File: config.mk
export PLATFORM = sky130hd
export DESIGN_NAME = ark_engine
export DESIGN_NICKNAME = d
export VERILOG_FILES = /design/src/rtl/ark_engine.sv
export SDC_FILE = /design/constraint.sdc
export NUM_CORES = 2
export LEC_CHECK = 0
export CORE_MARGIN = 10
export CORE_UTILIZATION = 24
export CTS_CLUSTER_DIAMETER = 200
export DETAILED_ROUTE_END_ITERATION = 12
export GPL_ROUTABILITY_DRIVEN = 0
export RECOVER_POWER = 100
export SETUP_SLACK_MARGIN = 0.05
export SLEW_MARGIN = 20
export SYNTH_ARGS = -nofsm -noshare
export SYNTH_HDL_FRONTEND = slang
export SYNTH_SLANG_ARGS = --single-unit
File: constraint.sdc
create_clock -name clk -period 3.5 [get_ports clk]
set_input_delay 0.35 -clock clk [delete_from_list [all_inputs] [get_ports clk]]
set_output_delay 0.35 -clock clk [all_outputs]
set_load 0.02 [all_outputs]
File: src/rtl/ark_engine.sv
// Round-key XOR engine: state ^ key_store[rcnt], 1-cycle latency (2 with ARK_OUT_REG_EN), full throughput.
// Backpressure: valid/ready; results hold while out_ready is low, enable low freezes all but key writes.
module ark_engine #(
   parameter  int WORD_SIZE     = 8,
   parameter  int ROWS          = 4,
   parameter  int ROUNDS        = 11,
   parameter  int KEY_TRANSPOSE = 1,
   localparam int ARRAY_SIZE    = ROWS * ROWS,
   localparam int DW            = WORD_SIZE * ARRAY_SIZE,
   localparam int AW            = $clog2(ROUNDS)
) (
   input  logic          clk,
   input  logic          rst,
   input  logic          enable,
   input  logic          restart,
   input  logic          key_we,
   input  logic [AW-1:0] key_addr,
   input  logic [DW-1:0] key,
   input  logic          in_valid,
   output logic          in_ready,
   input  logic [DW-1:0] state,
   output logic          out_valid,
   input  logic          out_ready,
   output logic [DW-1:0] state_out,
   output logic [AW-1:0] out_round,
   output logic          out_last
);

   logic [DW-1:0] store_q [ROUNDS];
   logic [DW-1:0] store_d [ROUNDS];
   logic [AW-1:0] rcnt_q, rcnt_d;
   logic          out_valid_q, out_valid_d;
   logic [DW-1:0] state_out_q, state_out_d;
   logic [AW-1:0] out_round_q, out_round_d;
   logic          out_last_q, out_last_d;

   logic          accept;
   logic [AW-1:0] rsel;
   logic [AW-1:0] rcnt_inc;
   logic [DW-1:0] key_raw;
   logic [DW-1:0] key_map;
   logic [DW-1:0] res;
   logic          res_last;

`ifdef ARK_OUT_REG_EN
   logic          s1_valid_q, s1_valid_d;
   logic [DW-1:0] s1_dat_q, s1_dat_d;
   logic [AW-1:0] s1_round_q, s1_round_d;
   logic          s1_last_q, s1_last_d;
   logic          out_move;

   // Stage 1 only blocks input when both entries are occupied and the output is stalled.
   assign in_ready = enable & ~(s1_valid_q & out_valid_q & ~out_ready);
   assign out_move = ~out_valid_q | out_ready;
`else
   assign in_ready = enable & (~out_valid_q | out_ready);
`endif

   assign accept   = in_valid & in_ready;
   assign rsel     = restart ? '0 : rcnt_q;
   assign key_raw  = store_q[rsel];
   assign res      = state ^ key_map;
   assign res_last = (rsel == AW'(ROUNDS - 1));
   assign rcnt_inc = (rcnt_q == AW'(ROUNDS - 1)) ? '0 : rcnt_q + AW'(1);

   always_comb begin
      key_map = '0;
      for (int j = 0; j < ARRAY_SIZE; j++) begin
         key_map[j*WORD_SIZE +: WORD_SIZE] =
            key_raw[((KEY_TRANSPOSE != 0) ? ((j % ROWS) * ROWS + j / ROWS) : j) * WORD_SIZE +: WORD_SIZE];
      end
   end

   always_comb begin
      store_d     = store_q;
      rcnt_d      = rcnt_q;
      out_valid_d = out_valid_q;
      state_out_d = state_out_q;
      out_round_d = out_round_q;
      out_last_d  = out_last_q;
`ifdef ARK_OUT_REG_EN
      s1_valid_d  = s1_valid_q;
      s1_dat_d    = s1_dat_q;
      s1_round_d  = s1_round_q;
      s1_last_d   = s1_last_q;
`endif
      // Out-of-range addresses match no entry and are dropped.
      for (int i = 0; i < ROUNDS; i++) begin
         if (key_we && key_addr == AW'(i)) store_d[i] = key;
      end
      if (enable) begin
         if (accept)       rcnt_d = restart ? AW'(1) : rcnt_inc;
         else if (restart) rcnt_d = '0;
`ifdef ARK_OUT_REG_EN
         if (out_move) begin
            out_valid_d = s1_valid_q;
            if (s1_valid_q) begin
               state_out_d = s1_dat_q;
               out_round_d = s1_round_q;
               out_last_d  = s1_last_q;
            end
         end
         if (accept) begin
            s1_valid_d = 1'b1;
            s1_dat_d   = res;
            s1_round_d = rsel;
            s1_last_d  = res_last;
         end else if (out_move) begin
            s1_valid_d = 1'b0;
         end
`else
         if (accept) begin
            out_valid_d = 1'b1;
            state_out_d = res;
            out_round_d = rsel;
            out_last_d  = res_last;
         end else if (out_ready) begin
            out_valid_d = 1'b0;
         end
`endif
      end
   end

   always_ff @(posedge clk) begin
      if (rst) begin
         for (int i = 0; i < ROUNDS; i++) store_q[i] <= '0;
         rcnt_q      <= '0;
         out_valid_q <= 1'b0;
         state_out_q <= '0;
         out_round_q <= '0;
         out_last_q  <= 1'b0;
`ifdef ARK_OUT_REG_EN
         s1_valid_q  <= 1'b0;
         s1_dat_q    <= '0;
         s1_round_q  <= '0;
         s1_last_q   <= 1'b0;
`endif
      end else begin
         store_q     <= store_d;
         rcnt_q      <= rcnt_d;
         out_valid_q <= out_valid_d;
         state_out_q <= state_out_d;
         out_round_q <= out_round_d;
         out_last_q  <= out_last_d;
`ifdef ARK_OUT_REG_EN
         s1_valid_q  <= s1_valid_d;
         s1_dat_q    <= s1_dat_d;
         s1_round_q  <= s1_round_d;
         s1_last_q   <= s1_last_d;
`endif
      end
   end

   assign out_valid = out_valid_q;
   assign state_out = state_out_q;
   assign out_round = out_round_q;
   assign out_last  = out_last_q;

endmodule

==> key figures <==
Yosys
  • Synthesized area per cell: 7.958 sq um
  • Most area-hungry cell type in the Yosys netlist: dfxtp_1
  • Xor/xnor share of the synthesized area: 0%
  • Post-synthesis simple-gate area fraction: 19.04%
  • Most frequent cells after synthesis: nand2_1, dfxtp_1, a21oi_1
  • Asr flop ratio synth: 0%
  • Register area share after synthesis: 46.47%
  • Synth Area in Compound Gates: between 20% and 30%
  • Synth unique cells: 60
  • Post-synth EDFFs: 0
  • Top post-synthesis cells by area: dfxtp_1, nand2_1, a21oi_1
  • Synthesis-stage register bit count: 1,546
  • Synthesized cell area: 66,600 sq um
  • Mapped Cells: 8,369
  • Top-count cell post-synth: nand2_1
  • Main combinational cell family by area after synthesis: compound AO/OA/AOI/OAI gates
  • Share of the synthesized area in the top cell type: 46.47%
  • Top FF cell, synth: dfxtp_1
  • Adder-cell share of the synthesized area: 0.03757%
  • Mux share of post-synthesis cell area: 6.644%
  • Yosys warnings: 0
  • Syn nets: 8,638

STA
  • Tightest Pin Transition: about 2.3 ns
  • Fmax: 0.3185 GHz
  • Final Max Tran Viols: 332
  • Tcrit/Tclk final: 89.69%
  • Slew HR: -51.21%
  • # setup viols final: 0
  • Worst hold slack: 0.1589 ns
  • RSZ-0062 raised after global routing: false
  • Hold Vio Cnt, Final: 0
  • Minimum clock period: between 3 and 4 ns
  • Setup TNS: 0 ns
  • Clock Skew: 0.06223 ns

Worst setup path
  • Worst Setup Start Kind: primary input
  • CP startpoint: key_we
  • Crit-path max FO: 36
  • Req. time, crit path: 4.12 ns
  • Worst Path Arrival: 3.75 ns
  • CP max stage cell: clkbuf_2
  • Critical path, cell by cell: dlygate4sd3_1, nor3b_1, clkbuf_1, nand2_1, clkbuf_2, nand2_1, a21oi_1
  • Crit path kind: primary input to flip-flop
  • Setup crit end kind: flip-flop
  • R2R Path Start: rcnt_q[2]
  • Crit path buf inv count: 3
  • CP most frequent cell: nand2_1
  • Crit-path leading delay family: buffers and inverters
  • Worst path max stage delay: 1.01 ns

Cells and area
  • Fill cells: 29,586
  • Multi-input logic area: between 30,000 and 40,000 sq um
  • Util after Layout: approximately 29%
  • Synth-to-layout area growth: 20.46%
  • Number of nets in the layout: approximately 8,600
  • Post-Layout Inst Area: 80,230 sq um
  • Layout cell share with drive strength beyond 1: 7.873%
  • Seq. cell area: between 30,000 and 40,000 sq um

Worst hold path
  • Worst hold path class: primary input to flip-flop
  • Hold Crit Start: in_valid

Global route
  • Largest net degree at the start of global routing: between 200 and 250
  • Number of global-route vias before repair: 56,954
  • Total grt overflow: 0
  • Gr usage total: 16.33%
  • Antenna violations before repair: 39
  • First-pass GRT wire length: about 380,000 um

Floorplanning
  • I/O pins: 402
  • Die Ht: roughly 550 um
  • Row count: 193
  • Die X: 546.8 um
  • Die area: 299,000 sq um
  • Core footprint: 276,300 sq um
  • Initial core utilization: between 20% and 30%

Clock tree
  • Clock transition at path regs: about 0.060 ns
  • CTS Buffer Depth: 4
  • Post-CTS Hold Fix Bufs: 2
  • Clock root cell: clkbuf_16
  • Post-CTS Setup Inserts: 0
  • CTS buffer count: 179
  • Clock Sinks: 1,546
  • Post-cts sizing count: 0
  • CTS tree: built
  • Worst skew pair latency: 0.85 ns
  • H-tree Lvls: 4

Routing
  • DR DRC count: 0
  • Pre-Repair DR Iteration Count: 6
  • Vias per cell: about 5
  • Vias: 60,833
  • WL per Instance: 21.42 um
  • First DRT Iteration DRCs: 5,714
  • WL final: 260,300 um
  • Antenna Nets Post-Route: 0

Pwr
  • Sw Pwr: between 0.009 and 0.01 W
  • Logic pwr share: 6.9%
  • Seq pwr share: 45.4%
  • Clk pwr share: between 40% and 50%
  • Switching share of power: 24.93%
  • PD cells: 496.3 nW/um^2
  • Total chip power: 0.03982 W
  • P_int: 0.02989 W
  • Leak: 26.57 nW
  • Peak VDD IR: roughly 340 uV

Outcome
  • Failing checks: max-capacitance violations, max-slew violations
  • Status: finished, violations left

Placement
  • IO buf count: 401
  • Post-DP HPWL: 159,600 um
  • Area post-placement: 74,620 sq um

Run
  • Maxcap violations: 8
worst reg2reg max path, cell delays in order, from the launching register on:
cell,delay (ns)
dfxtp_2,0.56
or4b_1,0.75
nor2_1,0.36
buf_12,0.42
o2bb2ai_1,0.38
o31ai_1,0.14
a32o_1,0.27
path summary, 6_finish.rpt:
| check | slack [ns] | cells after the start | to |
|---|---|---|---|
| hold / removal | 0.16 | 3 | out_valid |
| setup reg to reg | 0.45 | 6 | state_out[46] |
| setup / recovery | 0.36 | 7 | store_q[1120] |
| hold reg to reg | 0.45 | 2 | store_q[1360] |
flip-flops by register name, summed over array words and instances, names as in the netlist:
signal     count
rcnt_q         4
out_round      4
out_valid      1
store_q     1408
out_last       1
state_out    128
cell usage in the layout (no fill, tap or decap), types with 7 or more instances in the layout:
master           count
or3_1                7
a221oi_2            52
nand3_1              8
o2111ai_1           64
o2bb2ai_1          122
clkbuf_1            57
a22oi_1             15
a211oi_1           113
buf_4               83
nor2_4               7
clkbuf_8            40
mux2_2             113
clkinv_2            22
o21ai_0            115
inv_1               18
or4_1              107
dfxtp_1           1543
bufinv_16            9
a31o_1              11
nand2_1           2855
o22ai_1             49
o31ai_1            108
nor2_1              56
dlygate4sd3_1      140
o32ai_1             14
mux2i_1            315
buf_12              81
nand2b_1            69
diode_2             14
a221oi_1            76
clkbuf_16          180
clkbuf_2            16
a32o_1             128
a21oi_1           1437
nand4_1             16
clkdlybuf4s50_1    261
a211o_1             29
per-stage QoR:
stage,setup slack [ns],cells
after CTS,0.7185,12139
after global routing,0.3153,12150
final,0.3607,12153
after detailed placement,0.6416,11821
after global placement,0.6691,11821
after floorplan,1.305,8369
per-layer routing:
metal	up-vias	share of wire (%)	track usage, %
li1	28683	-	-
met1	29499	42	21.25
met2	2205	47	26.98
met3	432	6.9	2.842
met4	14	3.7	6.117
met5	-	0.037	0
final cells by class:
class                   instances  area share [%]
flip-flops and latches       1546           38.58
clock buffers                 267           6.520
clock inverters                49          0.8437
inverters                      19         0.08889
repair buffers                600           8.039
multi-input cells            5953           40.10
diodes                         14         0.04366
well taps                    3705           5.778
power by group through the flow:
stage / clock [W] / combinational (W) / sequential [W]
after floorplan: 0 / 0.00143 / 0.0185
after global placement: 0 / 0.00277 / 0.0185
after detailed placement: 0 / 0.00278 / 0.0185
after CTS: 0.0194 / 0.00279 / 0.0181
after global routing: 0.0201 / 0.00292 / 0.0181
final: 0.0190 / 0.00274 / 0.0181
kinds of logic (layout without fill, tap and decap cells):
family / Yosys count / count (layout)
AO/OA/AOI/OAI: 2358 / 2358
adder cells (fa/ha/maj): 2 / 2
buffers and inverters: 870 / 935
flip-flops: 1546 / 1546
multiplexers: 428 / 428
other: 0 / 14
AND/OR/NAND/NOR: 3165 / 3165
Note: power is estimated with default switching activity, not from simulation.
